===== config.mk =====
export PLATFORM = sky130hd
export DESIGN_NAME = cq_arbiter
export DESIGN_NICKNAME = d
export VERILOG_FILES = /design/src/rtl/cq_pkg.sv /design/src/rtl/rr_arbiter.sv /design/src/rtl/cq_arbiter.sv
export SDC_FILE = /design/constraint.sdc
export NUM_CORES = 1
export LEC_CHECK = 0
export ABC_AREA = 1
export ABC_CLOCK_PERIOD_IN_PS = 5000
export BUFFER_PORTS_ARGS = -buffer_cell sky130_fd_sc_hd__clkbuf_2
export CORE_MARGIN = 3
export CORE_UTILIZATION = 38
export CTS_BUF_LIST = sky130_fd_sc_hd__clkbuf_8
export DETAILED_ROUTE_END_ITERATION = 7
export PLACE_DENSITY = 0.7
export SYNTH_ARGS = -nofsm -noshare
export SYNTH_HDL_FRONTEND = slang
export SYNTH_SLANG_ARGS = --single-unit

===== constraint.sdc =====
create_clock -name clk -period 5 [get_ports clk]
set_clock_uncertainty 0.1 [all_clocks]
set_input_delay 0.75 -clock clk [delete_from_list [all_inputs] [get_ports clk]]
set_output_delay 0.75 -clock clk [all_outputs]
set_load 0.005 [all_outputs]

===== src/rtl/cq_pkg.sv =====
// Shared defaults for the arbitrated circular queue: widths, writer count and
// the width of a requester index (writers 0..NW-1 plus the reader at NW).
package cq_pkg;

  localparam int CQ_DW = 8;
  localparam int CQ_AW = 4;
  localparam int CQ_NW = 4;

  function automatic int idx_w(input int nw);
    return (nw + 1 <= 2) ? 1 : $clog2(nw + 1);
  endfunction

  localparam int CQ_IW = idx_w(CQ_NW);

endpackage


===== src/rtl/rr_arbiter.sv =====
// Round-robin picker: one-hot grant to the first eligible requester at or
// after prio, searching upward with wrap.
module rr_arbiter #(
  parameter int N  = 5,
  parameter int IW = 3
) (
  input  logic [N-1:0]  eligible,
  input  logic [IW-1:0] prio,
  output logic [N-1:0]  grant
);

  logic          found;
  logic [IW:0]   idx;

  always_comb begin
    grant = '0;
    found = 1'b0;
    idx   = '0;
    for (int off = 0; off < N; off++) begin
      idx = {1'b0, prio} + (IW+1)'(off);
      if (idx >= (IW+1)'(N)) idx = idx - (IW+1)'(N);
      // constant inner index keeps the select width-clean
      for (int i = 0; i < N; i++) begin
        if (!found && eligible[i] && idx == (IW+1)'(i)) begin
          grant[i] = 1'b1;
          found    = 1'b1;
        end
      end
    end
  end

endmodule


===== src/rtl/cq_arbiter.sv =====
// Circular queue over an external single-port memory; NW writers and one
// reader share the port through a round-robin arbiter, one access per cycle.
module cq_arbiter
  import cq_pkg::*;
#(
  parameter int DW = CQ_DW,
  parameter int AW = CQ_AW,
  parameter int NW = CQ_NW
) (
  input  logic             clk,
  input  logic             rst,
  input  logic [NW-1:0]    wr_req,
  input  logic [NW*DW-1:0] wr_data,
  output logic [NW-1:0]    wr_gnt,
  input  logic             rd_req,
  output logic [DW-1:0]    rd_data,
  output logic             rd_valid,
  output logic             full,
  output logic             empty,
  output logic [AW:0]      count,
  output logic [AW-1:0]    mem_addr,
  output logic             mem_we,
  output logic [DW-1:0]    mem_wdata,
  input  logic [DW-1:0]    mem_rdata
);

  localparam int N  = NW + 1;
  localparam int IW = idx_w(NW);

  logic [AW-1:0] wr_ptr, rd_ptr;
  logic [IW-1:0] prio, gnt_idx;
  logic [N-1:0]  eligible, grant;
  logic [DW-1:0] wdata_sel;
  logic          rd_gnt, any_gnt;

  assign full  = (count == {1'b1, {AW{1'b0}}});
  assign empty = (count == '0);

  // reset masks eligibility so no grant or write strobe escapes a reset cycle
  assign eligible = {rd_req & ~empty & ~rst, wr_req & {NW{~full & ~rst}}};

  rr_arbiter #(.N(N), .IW(IW)) u_rr (
    .eligible (eligible),
    .prio     (prio),
    .grant    (grant)
  );

  always_comb begin
    gnt_idx   = '0;
    wdata_sel = '0;
    for (int i = 0; i < N; i++)
      if (grant[i]) gnt_idx = IW'(i);
    for (int i = 0; i < NW; i++)
      if (grant[i]) wdata_sel = wr_data[i*DW +: DW];
  end

  assign wr_gnt    = grant[NW-1:0];
  assign rd_gnt    = grant[NW];
  assign any_gnt   = |grant;
  assign mem_we    = |wr_gnt;
  assign mem_addr  = mem_we ? wr_ptr : rd_ptr;
  assign mem_wdata = wdata_sel;

  always_ff @(posedge clk) begin
    if (rst) begin
      wr_ptr   <= '0;
      rd_ptr   <= '0;
      count    <= '0;
      prio     <= '0;
      rd_valid <= 1'b0;
      rd_data  <= '0;
    end else begin
      rd_valid <= rd_gnt;
      if (any_gnt)
        prio <= (gnt_idx == IW'(NW)) ? '0 : gnt_idx + 1'b1;
      if (mem_we) begin
        wr_ptr <= wr_ptr + 1'b1;
        count  <= count + 1'b1;
      end else if (rd_gnt) begin
        rd_ptr  <= rd_ptr + 1'b1;
        count   <= count - 1'b1;
        rd_data <= mem_rdata;
      end
    end
  end

endmodule


== After elaboration in Yosys (flattened, before gate mapping) ==
Index checks and enable logic that the tools add are counted.

* Register bits: 25
* Latch bits: 0
* RAM bits: 0
* Memory bits (read-only): 0
* Bits of input ports: 47
* Output and inout bits: 33
* Logic and storage cells: 203
* Memories: 0

* $add $sub $neg: 14
* Multiply operators: 0
* Div/mod/pow operators: 0
* Order comparisons: 5
* Equality and inequality tests: 22
* Shifts and indexed selects: 0
* Mux-type cells: 65
* Bitwise gates (word level): 8
* Reduce and logical (&&, ||, !) cells: 83

{| class="wikitable"
|+ Operators with widths
! operator !! number
|-
| $logic_and 1x1->1 || 49
|-
| $mux 1 || 49
|-
| $eq 4x2->1 const B || 10
|-
| $mux 8 || 4
|-
| $logic_not 1->1 || 24
|-
| $mux 4 || 6
|-
| $eq 4x1->1 const B || 5
|-
| $eq 4x3->1 const B || 5
|-
| $logic_not 4->1 || 5
|-
| $ge 4x3->1 const B || 4
|-
| $sub 4x3->4 const B || 4
|-
| $mux 3 || 4
|-
| $mux 5 || 2
|-
| $add 3x2->4 const B || 2
|-
| $add 4x1->4 const B || 2
|-
| $add 5x1->5 const B || 1
|-
| $eq 5x5->1 const B || 1
|-
| $logic_not 5->1 || 1
|-
| $reduce_or 5->1 || 1
|-
| $sub 5x1->5 const B || 1
|-
| $add 3x1->4 const B || 1
|-
| $add 3x3->4 const B || 1
|-
| $and 4x4->4 || 1
|-
| $not 1->1 || 4
|-
| other kinds (8) || 10
|}

== Depth between registers and ports, before layout ==
* Depth in word-level cells: 105
* Mapped depth: 36

== Hierarchy ==
Synthesis repeated with hierarchy kept, for this count alone.

* Cell total of the unflattened synthesis: 439
* Area, all modules: 2746.4 sq um

{| class="wikitable"
|+ By module, submodules not included
! module !! times used !! cells each !! area each (sq um) !! sequential area each (sq um)
|-
| cq_arbiter || 1 || 240 || 1624.1 || 500.5
|-
| rr_arbiter || 1 || 199 || 1122.3 || 0.0
|}

== Worst setup path after synthesis ==
Ideal clock, no wire load.

* Path kind: register to register
* From: register prio[0]
* To: register count[4]
* Arrival time: 4151 ps
* Required time: 4785 ps
* Slack: 634 ps
* Stages on the path, launching flop included: 34
* Period minus slack after synthesis: 4366 ps
* Path through: dfxtp_1 -> buf_4 -> inv_4 -> ha_1 -> inv_1 -> fa_1 -> a21oi_1 -> inv_1 -> nand2_1 -> xor2_1 -> nor2_1 -> inv_1 -> nor3_1 -> inv_1 -> nand4_2 -> nor2_4 -> nand4_2 -> nor2_4 -> nand4_4 -> nor2_4 -> nand3_2 -> nand2_4 -> nor2_4 -> nand2_4 -> inv_1 -> ha_1 -> inv_1 -> o21bai_1 -> a31oi_1 -> inv_1 -> nand3_1 -> nand3_1 -> nand2_1 -> nor2_1

{| class="wikitable"
|+ RTL lines
! what !! line !! text
|-
| start: declaration || cq_arbiter.sv:31 || <nowiki>logic [IW-1:0] prio, gnt_idx;</nowiki>
|-
| start signal: assignment || cq_arbiter.sv:75 || <nowiki>prio <= (gnt_idx == IW'(NW)) ? '0 : gnt_idx + 1'b1;</nowiki>
|-
| $sub 3x3->4 or $ge 3x3->1 (tied branches) || rr_arbiter.sv:21 || <nowiki>if (idx >= (IW+1)'(N)) idx = idx - (IW+1)'(N);</nowiki>
|-
| $mux 4 || rr_arbiter.sv:21 ||
|-
| $logic_not 4->1 || rr_arbiter.sv:24 || <nowiki>if (!found && eligible[i] && idx == (IW+1)'(i)) begin</nowiki>
|-
| $logic_and 1x1->1 || rr_arbiter.sv:24 ||
|-
| $mux 1 || rr_arbiter.sv:24 ||
|-
| $logic_not 1->1 || rr_arbiter.sv:24 ||
|-
| $logic_and 1x1->1 (2 in a row) || rr_arbiter.sv:24 ||
|-
| $mux 1 || rr_arbiter.sv:24 ||
|-
| (+77 left out) || - ||
|-
| $logic_and 1x1->1 (2 in a row) || rr_arbiter.sv:24 ||
|-
| $mux 1 || rr_arbiter.sv:24 ||
|-
| $logic_not 1->1 || rr_arbiter.sv:24 ||
|-
| $logic_and 1x1->1 (2 in a row) || rr_arbiter.sv:24 ||
|-
| $mux 1 * || rr_arbiter.sv:24 ||
|-
| net wr_gnt[2] || cq_arbiter.sv:14 || <nowiki>output logic [NW-1:0] wr_gnt,</nowiki>
|-
| $reduce_or 4->1 * || cq_arbiter.sv:60 || <nowiki>assign mem_we = |wr_gnt;</nowiki>
|-
| $mux 5 or $reduce_bool 2->1 (tied branches) || - ||
|-
| end signal: assignment || cq_arbiter.sv:78 || <nowiki>count <= count + 1'b1;</nowiki>
|-
| end signal: assignment || cq_arbiter.sv:81 || <nowiki>count <= count - 1'b1;</nowiki>
|-
| end: declaration || cq_arbiter.sv:20 || <nowiki>output logic [AW:0] count,</nowiki>
|}

The timed path passes the listed nets; every way through them passes the cells marked *.
A chain may end at the register's enable or synchronous reset.

== Worst setup path after layout ==
* From: register prio[1]
* To: output mem_addr[1]

* Longest elaborated chain between the ends: 99

{| class="wikitable"
|+ RTL lines
! what !! line !! text
|-
| $sub 3x3->4 or $ge 3x3->1 (tied branches) || rr_arbiter.sv:21 ||
|-
| $mux 4 || rr_arbiter.sv:21 ||
|-
| $logic_not 4->1 || rr_arbiter.sv:24 ||
|-
| $logic_and 1x1->1 || rr_arbiter.sv:24 ||
|-
| $mux 1 || rr_arbiter.sv:24 ||
|-
| $logic_not 1->1 || rr_arbiter.sv:24 ||
|-
| $logic_and 1x1->1 (2 in a row) || rr_arbiter.sv:24 ||
|-
| $mux 1 || rr_arbiter.sv:24 ||
|-
| (+80 left out) || - ||
|-
| $logic_not 1->1 || rr_arbiter.sv:24 ||
|-
| $logic_and 1x1->1 (2 in a row) || rr_arbiter.sv:24 ||
|-
| $mux 1 || rr_arbiter.sv:24 ||
|-
| $logic_not 1->1 || rr_arbiter.sv:24 ||
|-
| $logic_and 1x1->1 (2 in a row) || rr_arbiter.sv:24 ||
|-
| $mux 1 || rr_arbiter.sv:24 ||
|-
| $reduce_or 4->1 * || cq_arbiter.sv:60 ||
|-
| $mux 4 * || cq_arbiter.sv:61 || <nowiki>assign mem_addr = mem_we ? wr_ptr : rd_ptr;</nowiki>
|-
| end: declaration || cq_arbiter.sv:21 || <nowiki>output logic [AW-1:0] mem_addr,</nowiki>
|}

Every way passes the cells marked *; elsewhere a longest branch is shown, timed or not.

==> impl_metrics.toml <==
[cts]
htreeDepth = 1
cts_made_buffers = 3
cts_hold_buf = 0
clock_latency_ns = 0.27
cts_root_buf = "clkbuf_8"
clk_path_buf_depth = 2
path_clk_slew_ns = 0.09
cts_tree = "yes"
cts_num_sinks = 25

[finish]
area_growth_pct = 34.5
drive_above_1_share_pct = 31.0
fin_cells = 609
fill_cells = 644
multi_input_area_um2 = 1950
seqCellArea_um2 = 507
nNetsFinal = 602
antennaDiodeCount = 0
final_area_um2 = 3480

[grt]
antenna_found_initial = 0
grt_pass1_wl_um = 12000
grt_max_degree = 21
grtUsageTotal_pct = 18.4
grt_pass1_vias = 2715
grt_overflow = 0

[detailed_routing]
vias = 3114
wl_per_cell_um = 13.1
vias_per_cell = 5.11
postRouteAntennaNets = 0
drcViolationCount = 0
wirelength_um = 7960
drtIter0Drc = 194
dr.pass1.iters = 5

[die]
core-area_um2 = 6460
die_area_um2 = 7840
ios = 80
rows = 29
die_h_um = 88.6
die_w_um = 88.6
floorplan.initialDensity_pct = 40.1

[min_path]
min_path_type = "flip-flop to flip-flop"
whs_path_depth = 2

[placement]
port_buffers = 79
post-place-cells = 580
gp_congestion = 0.979
dp_hpwl_um = 5790
dpl_cell_area_um2 = 3100

[power]
power_density_nw_per_um2 = 699
power.leakage_nw = 1.81
peakVddDrop_mv = 0.537

[timing]
worstMarginPinSlew_ns = 0.528
tns_ns = 0
maxSlewViolCount = 0
relSlewSlack_pct = 64.5
finalSetupViolations = 0
finalCriticalPeriod_ns = 4.91
max_freq_ghz = 0.204
fin_crit_sh_pct = 98.3
rsz0062_at_grt = "true"
final_hold_viol_count = 0

[worst_setup_path]
crit_fanout = 8
arrival_ns = 4.06
start_kind = "flip-flop"
path_class = "flip-flop to primary output"
end_kind = "primary output"
critPathRequiredTime_ns = 4.15
rr_worst_depth = 33

[synthesis]
synth_cell_types = 40
synth.top_cells.by_area = "dfxtp_1, nand2_1, ha_1"
ys_ff_latch = 25
synth_top_cell_by_area = "dfxtp_1"
async_flop_share_pct = 0
synth_area_um2 = 2590
synth_flop_cell = "dfxtp_1"
ys_seq_area_share_pct = 19.3
synth-edff-count = 0
syn-instance-count = 424
yosysWarningCount = 0
syn_nets = 493
synth.avg_cell_area_um2 = 6.11
synth_top_area_share_pct = 19.3

[status]
status = "finished, final reports clean"

[flow_run]
max_cap_viol_count = 0
-- metal layers --
layer  share of wire, %  vias to the layer above  GRT usage, %
met5                  0                        -             0
met4                1.7                        0          4.26
met3                4.5                       14          1.77
met2                 52                      102          31.7
met1                 42                     1400          24.8
li1                   -                     1598             -
-- path summary, 6_finish.rpt --
kind                                 from  slack (ns)           to
worst min register to register  rd_ptr[3]        0.37    rd_ptr[3]
worst max-delay path              prio[1]        0.09  mem_addr[1]
worst max register to register    prio[1]        0.25     count[4]
worst min-delay path            rd_ptr[3]        0.37    rd_ptr[3]
-- power by group --
part	internal (mW)	total, mW	leakage [nW]	switching (mW)
registers	0.255	0.308	0.205	0.0531
logic	0.869	2.01	1.57	1.14
clock network	0.0549	0.119	0.0269	0.0636
-- layout by cell type, fill, tap and decap left out, types with 6 or more instances in the layout --
master and instances:
nand3_1 28, a21oi_1 15, nand4_1 21, nor2_1 63
buf_4 32, dfxtp_1 22, ha_1 15, o21ai_0 21
inv_1 54, clkbuf_2 78, nand2_1 95, nand2_2 6
nor3_1 8, xor2_1 6
-- logic make-up (layout without fill, tap and decap cells) --
logic type / Yosys count / in the layout / synth area share (%)
DFF: 25 / 25 / 19.3
AOI/OAI and AO/OA: 54 / 54 / 11.8
and+or+nand+nor: 245 / 246 / 44.0
buffers and inverters: 70 / 177 / 10.9
xor gates and xnor gates: 8 / 8 / 2.71
adders and majority gates: 22 / 22 / 11.2
-- sequential cells by signal (all words and copies together) (netlist names) --
signal and flops:
rd_valid 1, wr_ptr 4, prio 3, rd_data 8
count 5, rd_ptr 4
-- Yosys cell counts, types with 3 or more instances --
library cell and instances:
a21oi_1 16, buf_2 5, dfxtp_1 25, ha_1 20, inv_1 58, nand2_1 101, nand3_1 29, nand4_1 21
nor2_1 64, nor2_2 3, nor2_4 4, nor3_1 9, o21ai_0 23, o21ai_1 5, xor2_1 7
-- repair_timing --
action	CTS	global route
pin swaps	0	14
resized for setup	1	40
buffers inserted	0	24
gates cloned	0	1
endpoints found under the setup margin	1	17
-- worst max-delay path, cell delays in order (launching register included) --
cell and delay [ns]:
dfxtp_4 0.38, clkinvlp_4 0.11, ha_4 0.16, inv_2 0.05, ha_2 0.17, buf_4 0.13, o21ai_2 0.15, nand2_2 0.09
nand2_2 0.09, nor2_1 0.05, nand2_1 0.12, nand3_2 0.10, nor2_2 0.12, nand4_1 0.14, nor2_2 0.23, nand4_4 0.12
nor2_4 0.17, nand4_4 0.11, nor2_4 0.17, nand4_4 0.12, nor2_4 0.17, nand4_1 0.13, nand2_2 0.13, nor2_4 0.07
nand2_8 0.10, clkinvlp_4 0.16, o21ai_2 0.15, buf_2 0.11
-- final cells by class --
| class | instances | area share, % |
|---|---|---|
| sequential | 25 | 14.5 |
| inverter | 61 | 6.93 |
| clock buffer | 3 | 1.18 |
| tap | 77 | 2.76 |
| clock inverter | 1 | 0.108 |
| multi-input combinational | 330 | 55.9 |
| timing repair buffer | 112 | 18.6 |
-- through the flow --
stage          utilization, %  hold WS [ns]  power (mW)  setup slack, ns
4_1_cts                  48.7         0.370        2.01          0.00682
6_report                 54.0         0.373        2.44           0.0868
3_3_place_gp             48.0         0.349        1.84            0.300
5_1_grt                  54.0         0.411        2.71           -0.193
3_5_place_dp             48.0         0.358        1.88            0.140
2_1_floorplan               -         0.333        1.48            0.634
Note: power is estimated with default switching activity, not from simulation.
